File: src/rtl/arbiter_control_pkg.sv
// rtl/arbiter_control_pkg.sv - shared types and round-robin helper for the L1->L2 arbiter
package arbiter_control_pkg;

    typedef enum logic [1:0] {
        ARB_IDLE,
        ARB_SERVE_I,
        ARB_SERVE_D,
        ARB_RELEASE
    } arb_state_t;

    typedef enum logic {
        ARB_OP_READ,
        ARB_OP_WRITE
    } arb_op_t;

    localparam logic ARB_SEL_I = 1'b0;
    localparam logic ARB_SEL_D = 1'b1;

    // On a tie the side that did not win last time gets the port.
    function automatic logic rr_pick(input logic req_i, input logic req_d, input logic last_grant);
        if (req_i && req_d) begin
            return ~last_grant;
        end
        return req_d ? ARB_SEL_D : ARB_SEL_I;
    endfunction

endpackage

File: src/rtl/arbiter_control_if.sv
// rtl/arbiter_control_if.sv - L1I/L1D request, L2 command and response signal bundle
interface arbiter_control_if;

    logic L1I_read;
    logic L1D_read;
    logic L1D_write;
    logic L2_resp;
    logic arbiter_fsm_sel;
    logic L2_read;
    logic L2_write;
    logic L1I_resp;
    logic L1D_resp;

    modport slave (
        input  L1I_read,
        input  L1D_read,
        input  L1D_write,
        input  L2_resp,
        output arbiter_fsm_sel,
        output L2_read,
        output L2_write,
        output L1I_resp,
        output L1D_resp
    );

    modport master (
        output L1I_read,
        output L1D_read,
        output L1D_write,
        output L2_resp,
        input  arbiter_fsm_sel,
        input  L2_read,
        input  L2_write,
        input  L1I_resp,
        input  L1D_resp
    );

endinterface

File: src/rtl/arbiter_stat_counter.sv
// rtl/arbiter_stat_counter.sv - saturating event counter with synchronous active-low reset
module arbiter_stat_counter #(
    parameter int WIDTH = 16
) (
    input  logic             clk,
    input  logic             rst_n,
    input  logic             inc,
    output logic [WIDTH-1:0] count
);

    always_ff @(posedge clk) begin
        if (!rst_n) begin
            count <= '0;
        end else if (inc && (count != {WIDTH{1'b1}})) begin
            count <= count + WIDTH'(1);
        end
    end

endmodule

File: src/rtl/arbiter_control.sv
// rtl/arbiter_control.sv - L1I/L1D -> L2 grant FSM; ARBITER_STATS_EN adds grant/conflict counters
module arbiter_control
    import arbiter_control_pkg::*;
#(
    parameter int STAT_WIDTH = 16
)
(
    input  logic              clk,
    input  logic              rst_n,
    arbiter_control_if.slave  bus
`ifdef ARBITER_STATS_EN
    ,
    output logic [STAT_WIDTH-1:0] i_grants,
    output logic [STAT_WIDTH-1:0] d_grants,
    output logic [STAT_WIDTH-1:0] conflicts
`endif
);

    arb_state_t state, state_next;
    arb_op_t    op, op_next;
    logic       last_grant, last_grant_next;
    logic       sel, sel_next;
    logic       req_i, req_d, grant_side;

    assign req_i      = bus.L1I_read;
    assign req_d      = bus.L1D_read | bus.L1D_write;
    assign grant_side = rr_pick(req_i, req_d, last_grant);

    always_ff @(posedge clk) begin
        if (!rst_n) begin
            state      <= ARB_IDLE;
            op         <= ARB_OP_READ;
            last_grant <= ARB_SEL_D;
            sel        <= ARB_SEL_I;
        end else begin
            state      <= state_next;
            op         <= op_next;
            last_grant <= last_grant_next;
            sel        <= sel_next;
        end
    end

    always_comb begin
        state_next      = state;
        op_next         = op;
        last_grant_next = last_grant;
        sel_next        = sel;
        bus.L2_read     = 1'b0;
        bus.L2_write    = 1'b0;
        bus.L1I_resp    = 1'b0;
        bus.L1D_resp    = 1'b0;

        case (state)
            ARB_IDLE: begin
                if (req_i || req_d) begin
                    last_grant_next = grant_side;
                    sel_next        = grant_side;
                    op_next         = (grant_side == ARB_SEL_D && bus.L1D_write) ? ARB_OP_WRITE
                                                                                 : ARB_OP_READ;
                    state_next      = (grant_side == ARB_SEL_D) ? ARB_SERVE_D : ARB_SERVE_I;
                end
            end
            ARB_SERVE_I: begin
                bus.L2_read  = (op == ARB_OP_READ);
                bus.L2_write = (op == ARB_OP_WRITE);
                bus.L1I_resp = bus.L2_resp;
                if (bus.L2_resp) begin
                    state_next = ARB_RELEASE;
                end
            end
            ARB_SERVE_D: begin
                bus.L2_read  = (op == ARB_OP_READ);
                bus.L2_write = (op == ARB_OP_WRITE);
                bus.L1D_resp = bus.L2_resp;
                if (bus.L2_resp) begin
                    state_next = ARB_RELEASE;
                end
            end
            ARB_RELEASE: begin
                state_next = ARB_IDLE;
            end
            default: begin
                state_next = ARB_IDLE;
            end
        endcase
    end

    assign bus.arbiter_fsm_sel = sel;

    a_rw_exclusive: assert property (@(posedge clk) disable iff (!rst_n)
        !(bus.L1D_read && bus.L1D_write));

    a_resp_in_serve: assert property (@(posedge clk) disable iff (!rst_n)
        bus.L2_resp |-> (state == ARB_SERVE_I || state == ARB_SERVE_D));

`ifdef ARBITER_STATS_EN
    logic idle_grant, inc_i, inc_d, inc_conf;

    assign idle_grant = (state == ARB_IDLE) && (req_i || req_d);
    assign inc_i      = idle_grant && (grant_side == ARB_SEL_I);
    assign inc_d      = idle_grant && (grant_side == ARB_SEL_D);
    assign inc_conf   = (state == ARB_IDLE) && req_i && req_d;

    arbiter_stat_counter #(.WIDTH(STAT_WIDTH)) u_i_grants (
        .clk   (clk),
        .rst_n (rst_n),
        .inc   (inc_i),
        .count (i_grants)
    );

    arbiter_stat_counter #(.WIDTH(STAT_WIDTH)) u_d_grants (
        .clk   (clk),
        .rst_n (rst_n),
        .inc   (inc_d),
        .count (d_grants)
    );

    arbiter_stat_counter #(.WIDTH(STAT_WIDTH)) u_conflicts (
        .clk   (clk),
        .rst_n (rst_n),
        .inc   (inc_conf),
        .count (conflicts)
    );
`endif

endmodule

File: src/flat_wrapper.sv
// flat-port wrapper written by rule: the top's interface ports become plain ports
module arbiter_control_flat import arbiter_control_pkg::*;
#(
    parameter int STAT_WIDTH = 16
)
  (clk, rst_n, bus_L1I_read, bus_L1D_read, bus_L1D_write, bus_L2_resp, bus_arbiter_fsm_sel, bus_L2_read, bus_L2_write, bus_L1I_resp, bus_L1D_resp);
  arbiter_control_if bus_i ();
  input  logic clk;
  input  logic rst_n;
  input wire logic [$bits(bus_i.L1I_read)-1:0] bus_L1I_read;
  input wire logic [$bits(bus_i.L1D_read)-1:0] bus_L1D_read;
  input wire logic [$bits(bus_i.L1D_write)-1:0] bus_L1D_write;
  input wire logic [$bits(bus_i.L2_resp)-1:0] bus_L2_resp;
  output wire logic [$bits(bus_i.arbiter_fsm_sel)-1:0] bus_arbiter_fsm_sel;
  output wire logic [$bits(bus_i.L2_read)-1:0] bus_L2_read;
  output wire logic [$bits(bus_i.L2_write)-1:0] bus_L2_write;
  output wire logic [$bits(bus_i.L1I_resp)-1:0] bus_L1I_resp;
  output wire logic [$bits(bus_i.L1D_resp)-1:0] bus_L1D_resp;
  assign bus_i.L1I_read = bus_L1I_read;
  assign bus_i.L1D_read = bus_L1D_read;
  assign bus_i.L1D_write = bus_L1D_write;
  assign bus_i.L2_resp = bus_L2_resp;
  assign bus_arbiter_fsm_sel = bus_i.arbiter_fsm_sel;
  assign bus_L2_read = bus_i.L2_read;
  assign bus_L2_write = bus_i.L2_write;
  assign bus_L1I_resp = bus_i.L1I_resp;
  assign bus_L1D_resp = bus_i.L1D_resp;
  arbiter_control #(.STAT_WIDTH(STAT_WIDTH)) u_core (.clk(clk), .rst_n(rst_n), .bus(bus_i));
endmodule
File: config.mk
export PLATFORM = sky130hd
export DESIGN_NAME = arbiter_control_flat
export DESIGN_NICKNAME = d
export VERILOG_FILES = /design/src/rtl/arbiter_control_pkg.sv /design/src/rtl/arbiter_control_if.sv /design/src/rtl/arbiter_stat_counter.sv /design/src/rtl/arbiter_control.sv /design/src/flat_wrapper.sv
export SDC_FILE = /design/constraint.sdc
export NUM_CORES = 1
export LEC_CHECK = 0
export ABC_AREA = 1
export ABC_CLOCK_PERIOD_IN_PS = 1560
export CAP_MARGIN = 5
export CORE_AREA = 2 2 39 41
export CTS_BUF_LIST = sky130_fd_sc_hd__clkbuf_8
export DETAILED_ROUTE_END_ITERATION = 12
export DIE_AREA = 0 0 41 43
export PLACE_DENSITY = 0.55
export SLEW_MARGIN = 40
export SYNTH_ARGS = -nofsm -noshare
export SYNTH_HDL_FRONTEND = slang
export SYNTH_SLANG_ARGS = --single-unit
export TNS_END_PERCENT = 50
File: constraint.sdc
create_clock -name clk -period 1.56 [get_ports clk]
set_input_delay 0.156 -clock clk [delete_from_list [all_inputs] [get_ports clk]]
set_output_delay 0.156 -clock clk [all_outputs]
set_load 0.01 [all_outputs]
# [Word level (Yosys, flattened, before mapping)]
# Cells that the tools add are included.
[classes] mul=0 bitwise=3 mux=13 n_addsub=0 eq_ne=5 reduce_logical=7 n_shift=0 order_cmp=0 n_div=0
[ops] operator="$mux 1" n=9
[ops] operator="$mux 2" n=3
[ops] operator="$pmux 2 s3" n=1
[ops] operator="$eq 2x2->1 const B" n=2
[ops] operator="$ne 2x1->1 const B" n=2
[ops] operator="$reduce_and 2->1" n=2
[ops] operator="$eq 2x1->1 const B" n=1
[ops] operator="$logic_and 1x1->1" n=2
[ops] operator="$logic_not 2->1" n=1
[ops] operator="$not 1->1" n=2
[ops] operator="$reduce_or 2->1" n=1
[ops] operator="$logic_or 1x1->1" n=1
[ops] operator="$or 1x1->1" n=1
[totals] mem_count=0 latchBits=0 rom_bits=0 mem_bits_rw=0 word_cells=32 output_inout_bits=5 in_bits=6 reg_bits=5

# [Longest topological paths before layout]
[depth] word_depth=7 depth_mapped=8 mapped_depth_nobuf=8

# [Least setup slack after synthesis]
# OpenSTA, ideal clock, no wires.
[synth_path] path_type="register -> register" from="register u_core.state[0]" to="register u_core.state[0]" required_ns=1.447 setup_time_ns=0.113 path_buffers=0 stages_incl_launch_ff=9 arrival_ns=1.125 setup_slack_ns=0.322 path_cell_list="dfxtp_1 > inv_1 > ha_1 > inv_1 > or2_0 > nand2_2 > nand2_1 > nand2_1 > nor2_1"
[synth_via] elab_chain_len=4 elab_cells_between_ends=9 cone_classes="eq/ne: 5; mux: 1; reduce/logical: 3"
[synth_rtl] item="start, declared" line_no="arbiter_control.sv:19" rtl="arb_state_t state, state_next;"
[synth_rtl] item="start signal, assigned" line_no="arbiter_control.sv:36" rtl="state <= state_next;"
[synth_rtl] item="$eq 2x1->1 or $eq 2x2->1 (tied branches)" line_no="arbiter_control.sv:53" rtl="case (state)"
[synth_rtl] item="$reduce_or 2->1 (no source line)"
[synth_rtl] item="$ne 2x1->1 (no source line)"
[synth_rtl] item="$reduce_and 2->1 (no source line)"
# Several ways; a longest one is shown, not always the timed one.
# A chain may end at the register's enable or synchronous reset.

# [Worst setup path in the final report]
[layout_path] from="register u_core.state[0]" to="output bus_L2_read"
[layout_via] elab_chain_len=3 elab_cells_between_ends=4 cone_classes="eq/ne: 2; mux: 1; reduce/logical: 1"
[layout_rtl] item="$eq 2x1->1 or $eq 2x2->1 (tied branches)" line_no="arbiter_control.sv:53"
[layout_rtl] item="$reduce_or 2->1 (no source line) (*)"
[layout_rtl] item="$mux 1 (*)"
[layout_rtl] item="end, declared" line_no="flat_wrapper.sv:15" rtl="output wire logic [$bits(bus_i.L2_read)-1:0] bus_L2_read;"
# Every way passes the cells marked *; elsewhere a longest branch is shown, timed or not.

==> impl_metrics.env <==
export IMPL_p_sw_w=0.000297
export IMPL_fp_row_count=14
export IMPL_setup_tns_ns=0
export IMPL_ys_seq_area_share_pct=30.0
export IMPL_power_density_nw_per_um2=1610
export IMPL_yosysMostFrequentCell="nand2_1"
export IMPL_syn_inst=53
export IMPL_synth_warnings=0
export IMPL_startpoint_type="flip-flop"
export IMPL_drt_wirelength_per_cell_um=8.28
export IMPL_grt_pass1_wl_um=1150
export IMPL_core_area_um2=1380
export IMPL_cts_max_level=1
export IMPL_yosysUniqueCellTypes=12
export IMPL_grt_overflow=0
export IMPL_pin_count=11
export IMPL_cpPeakStageDelay_ns=0.32
export IMPL_holdBufCountCts=0
export IMPL_clk_pin_slew_ns=0.03
export IMPL_antenna_found_initial=0
export IMPL_dp_cells=81
export IMPL_dieArea_um2=1760
export IMPL_path_class="flip-flop to output port"
export IMPL_hpwl_um=553
export IMPL_switching_share_pct=36.2
export IMPL_p_int_w=0.000523
export IMPL_synth_edff_count=0
export IMPL_nets=80
export IMPL_n_antenna_cell=0
export IMPL_wl_um=704
export IMPL_vdd_drop_max_v=0.000638
export IMPL_path_cells="inv_1, ha_1, inv_1, nor2_1, dlygate4sd2_1"
export IMPL_crit_arrival_ns=1.31
export IMPL_routed_via_density=4.12
export IMPL_syn_to_final_growth_pct=52.4
export IMPL_cts_sinks=5
export IMPL_cpMaxStageDelayCell="dfxtp_1"
export IMPL_fin_cells=85
export IMPL_first_pass_iters=2
export IMPL_worst_pin_slew_ns=0.154
export IMPL_synthFlopType="dfxtp_1"
export IMPL_power_frac_comb_pct=48.3
export IMPL_syn_nets=63
export IMPL_cts_tree="done"
export IMPL_fin_crit_sh_pct=93.8
export IMPL_fmax_ghz=0.684
export IMPL_drive_gt1_share_pct=8.70
export IMPL_crit_top_cell="inv_1"
export IMPL_vias=350
export IMPL_synth_top_area_share_pct=30.0
export IMPL_drtIter0Drc=1
export IMPL_worstPathRequired_ns=1.40
export IMPL_fin_worst_skew_ns=0.000362
export IMPL_hold_violations=0
export IMPL_slew_headroom_pct=89.7
export IMPL_drc_errors=0
export IMPL_drv_slew=0
export IMPL_io_buffer_count=10
export IMPL_die_x_um=41
export IMPL_synth_area_leaders="dfxtp_1 (30%), nand2_1 (19%), ha_1 (15%)"
export IMPL_power_clock_fraction_pct=28.0
export IMPL_period_needed_ns=1.46
export IMPL_clock_path_buffers=2
export IMPL_place_congestion=0.780
export IMPL_ant_nets=0
export IMPL_power_total_w=0.000821
export IMPL_rsz0062_at_grt="false"
export IMPL_grtUsageTotal_pct=10.1
export IMPL_grt_pass1_vias=311
export IMPL_clock_insertion_delay_worst_skew_ns=0.22
export IMPL_power_leakage_nw=0.291
export IMPL_power_frac_seq_pct=23.7
export IMPL_cp_end_kind="output port"
export IMPL_avgSynthCellArea_um2=6.30
export IMPL_initial_core_util_pct=24.1
export IMPL_yosysTopAreaCell="dfxtp_1"
export IMPL_crit_buf_inv=3
export IMPL_cap_viol_max_count=0
export IMPL_ys_ff_latch=5
export IMPL_dpl_instance_area_um2=469
export IMPL_path_max_fanout=3
export IMPL_async_flop_share_pct=0
export IMPL_cts_buffers=3
export IMPL_outcome="completed"
export IMPL_grt_max_degree=5
export IMPL_clock_root_buffer="clkbuf_8"
export IMPL_setup_viol=0
export IMPL_netlist_top_cells_count="nand2_1 (17), inv_1 (10), nor2_1 (6), dfxtp_1 (5)"
export IMPL_synth_area_um2=334
export IMPL_hold_path_class="flip-flop to flip-flop"
export IMPL_die_h_um=43
export IMPL_stdcell_area_um2=509
export IMPL_cpLargestDelayFamily="buffers and inverters"
## sequential cells by signal, indices dropped and copies added (netlist names)
signal	flops
u_core.op	1
u_core.last_grant	1
u_core.state	2
u_core.bus.arbiter_fsm_sel	1
## power groups by stage
stage / Sequential (W) / Combinational (W) / Clock (W)
3_5_place_dp: 0.000197 / 0.000420 / 0
2_1_floorplan: 0.000196 / 0.000257 / 0
4_1_cts: 0.000195 / 0.000405 / 0.000240
5_1_grt: 0.000198 / 0.000460 / 0.000243
6_report: 0.000195 / 0.000396 / 0.000230
3_3_place_gp: 0.000196 / 0.000428 / 0
## routing by layer
| metal | vias up | wire length [µm] | track usage, % |
|---|---|---|---|
| li1 | 191 | - | - |
| met1 | 150 | 333 | 12.6 |
| met2 | 7 | 319 | 12.5 |
| met3 | 2 | 43 | 1.57 |
| met4 | 0 | 8 | 12.0 |
| met5 | - | 0 | 0 |
## metrics by stage
| stage | util [%] | hold slack [ns] | setup WS, ns |
|---|---|---|---|
| finish | 36.8 | 0.457 | 0.0971 |
| global route | 36.8 | 0.487 | 0.0266 |
| CTS | 36.8 | 0.462 | 0.0761 |
| detailed placement | 33.9 | 0.452 | 0.0692 |
| global placement | 33.9 | 0.448 | 0.0707 |
| floorplan | - | 0.240 | 0.322 |
## logic make-up (layout without fill, tap and decap cells)
family,Yosys count,after routing,synth area share [%]
AOI/OAI and AO/OA,3,3,4.49
adders and majority gates,4,4,15.0
DFF,5,5,30.0
and+or+nand+nor,31,31,39.3
buffers and inverters,10,26,11.2
## layout by cell type (no fill, tap or decap), drive strengths merged
cell	n
a21oi	2
buf	2
clkbuf	3
clkdlybuf4s50	6
dfxtp	5
dlygate4sd2	4
ha	4
inv	11
nand2	18
nand3	4
nand4	1
nor2	6
o21ai	1
or2	2
## final cells by class
| type | count | area, µm² |
|---|---|---|
| Multi-Input combinational cell | 38 | 196 |
| Clock buffer | 3 | 41.3 |
| Fill cell | 152 | 875 |
| Clock inverter | 1 | 3.75 |
| Timing Repair Buffer | 12 | 110 |
| Sequential cell | 5 | 100 |
| Inverter | 10 | 37.5 |
| Tap cell | 16 | 20.0 |
## worst paths after layout
path | slack [ns] | from | endpoint | cells past startpoint
setup / recovery | 0.1 | u_core.state[0] | bus_L2_read | 5
hold reg to reg | 0.46 | u_core.last_grant | u_core.last_grant | 2
hold / removal | 0.46 | u_core.last_grant | u_core.last_grant | 2
setup reg to reg | 0.27 | u_core.state[0] | u_core.state[1] | 8
## worst min-delay path, cell delays in order, from the launching register on
cell and delay, ns:
dfxtp_1 0.32, nand2_1 0.05, nand3_1 0.05
## timing repair
item | in CTS | in global routing
buffers inserted | 0 | 0
resized for setup | 4 | 0
setup endpoints to repair | 4 | 0
Power figures use the tool's default switching activity.
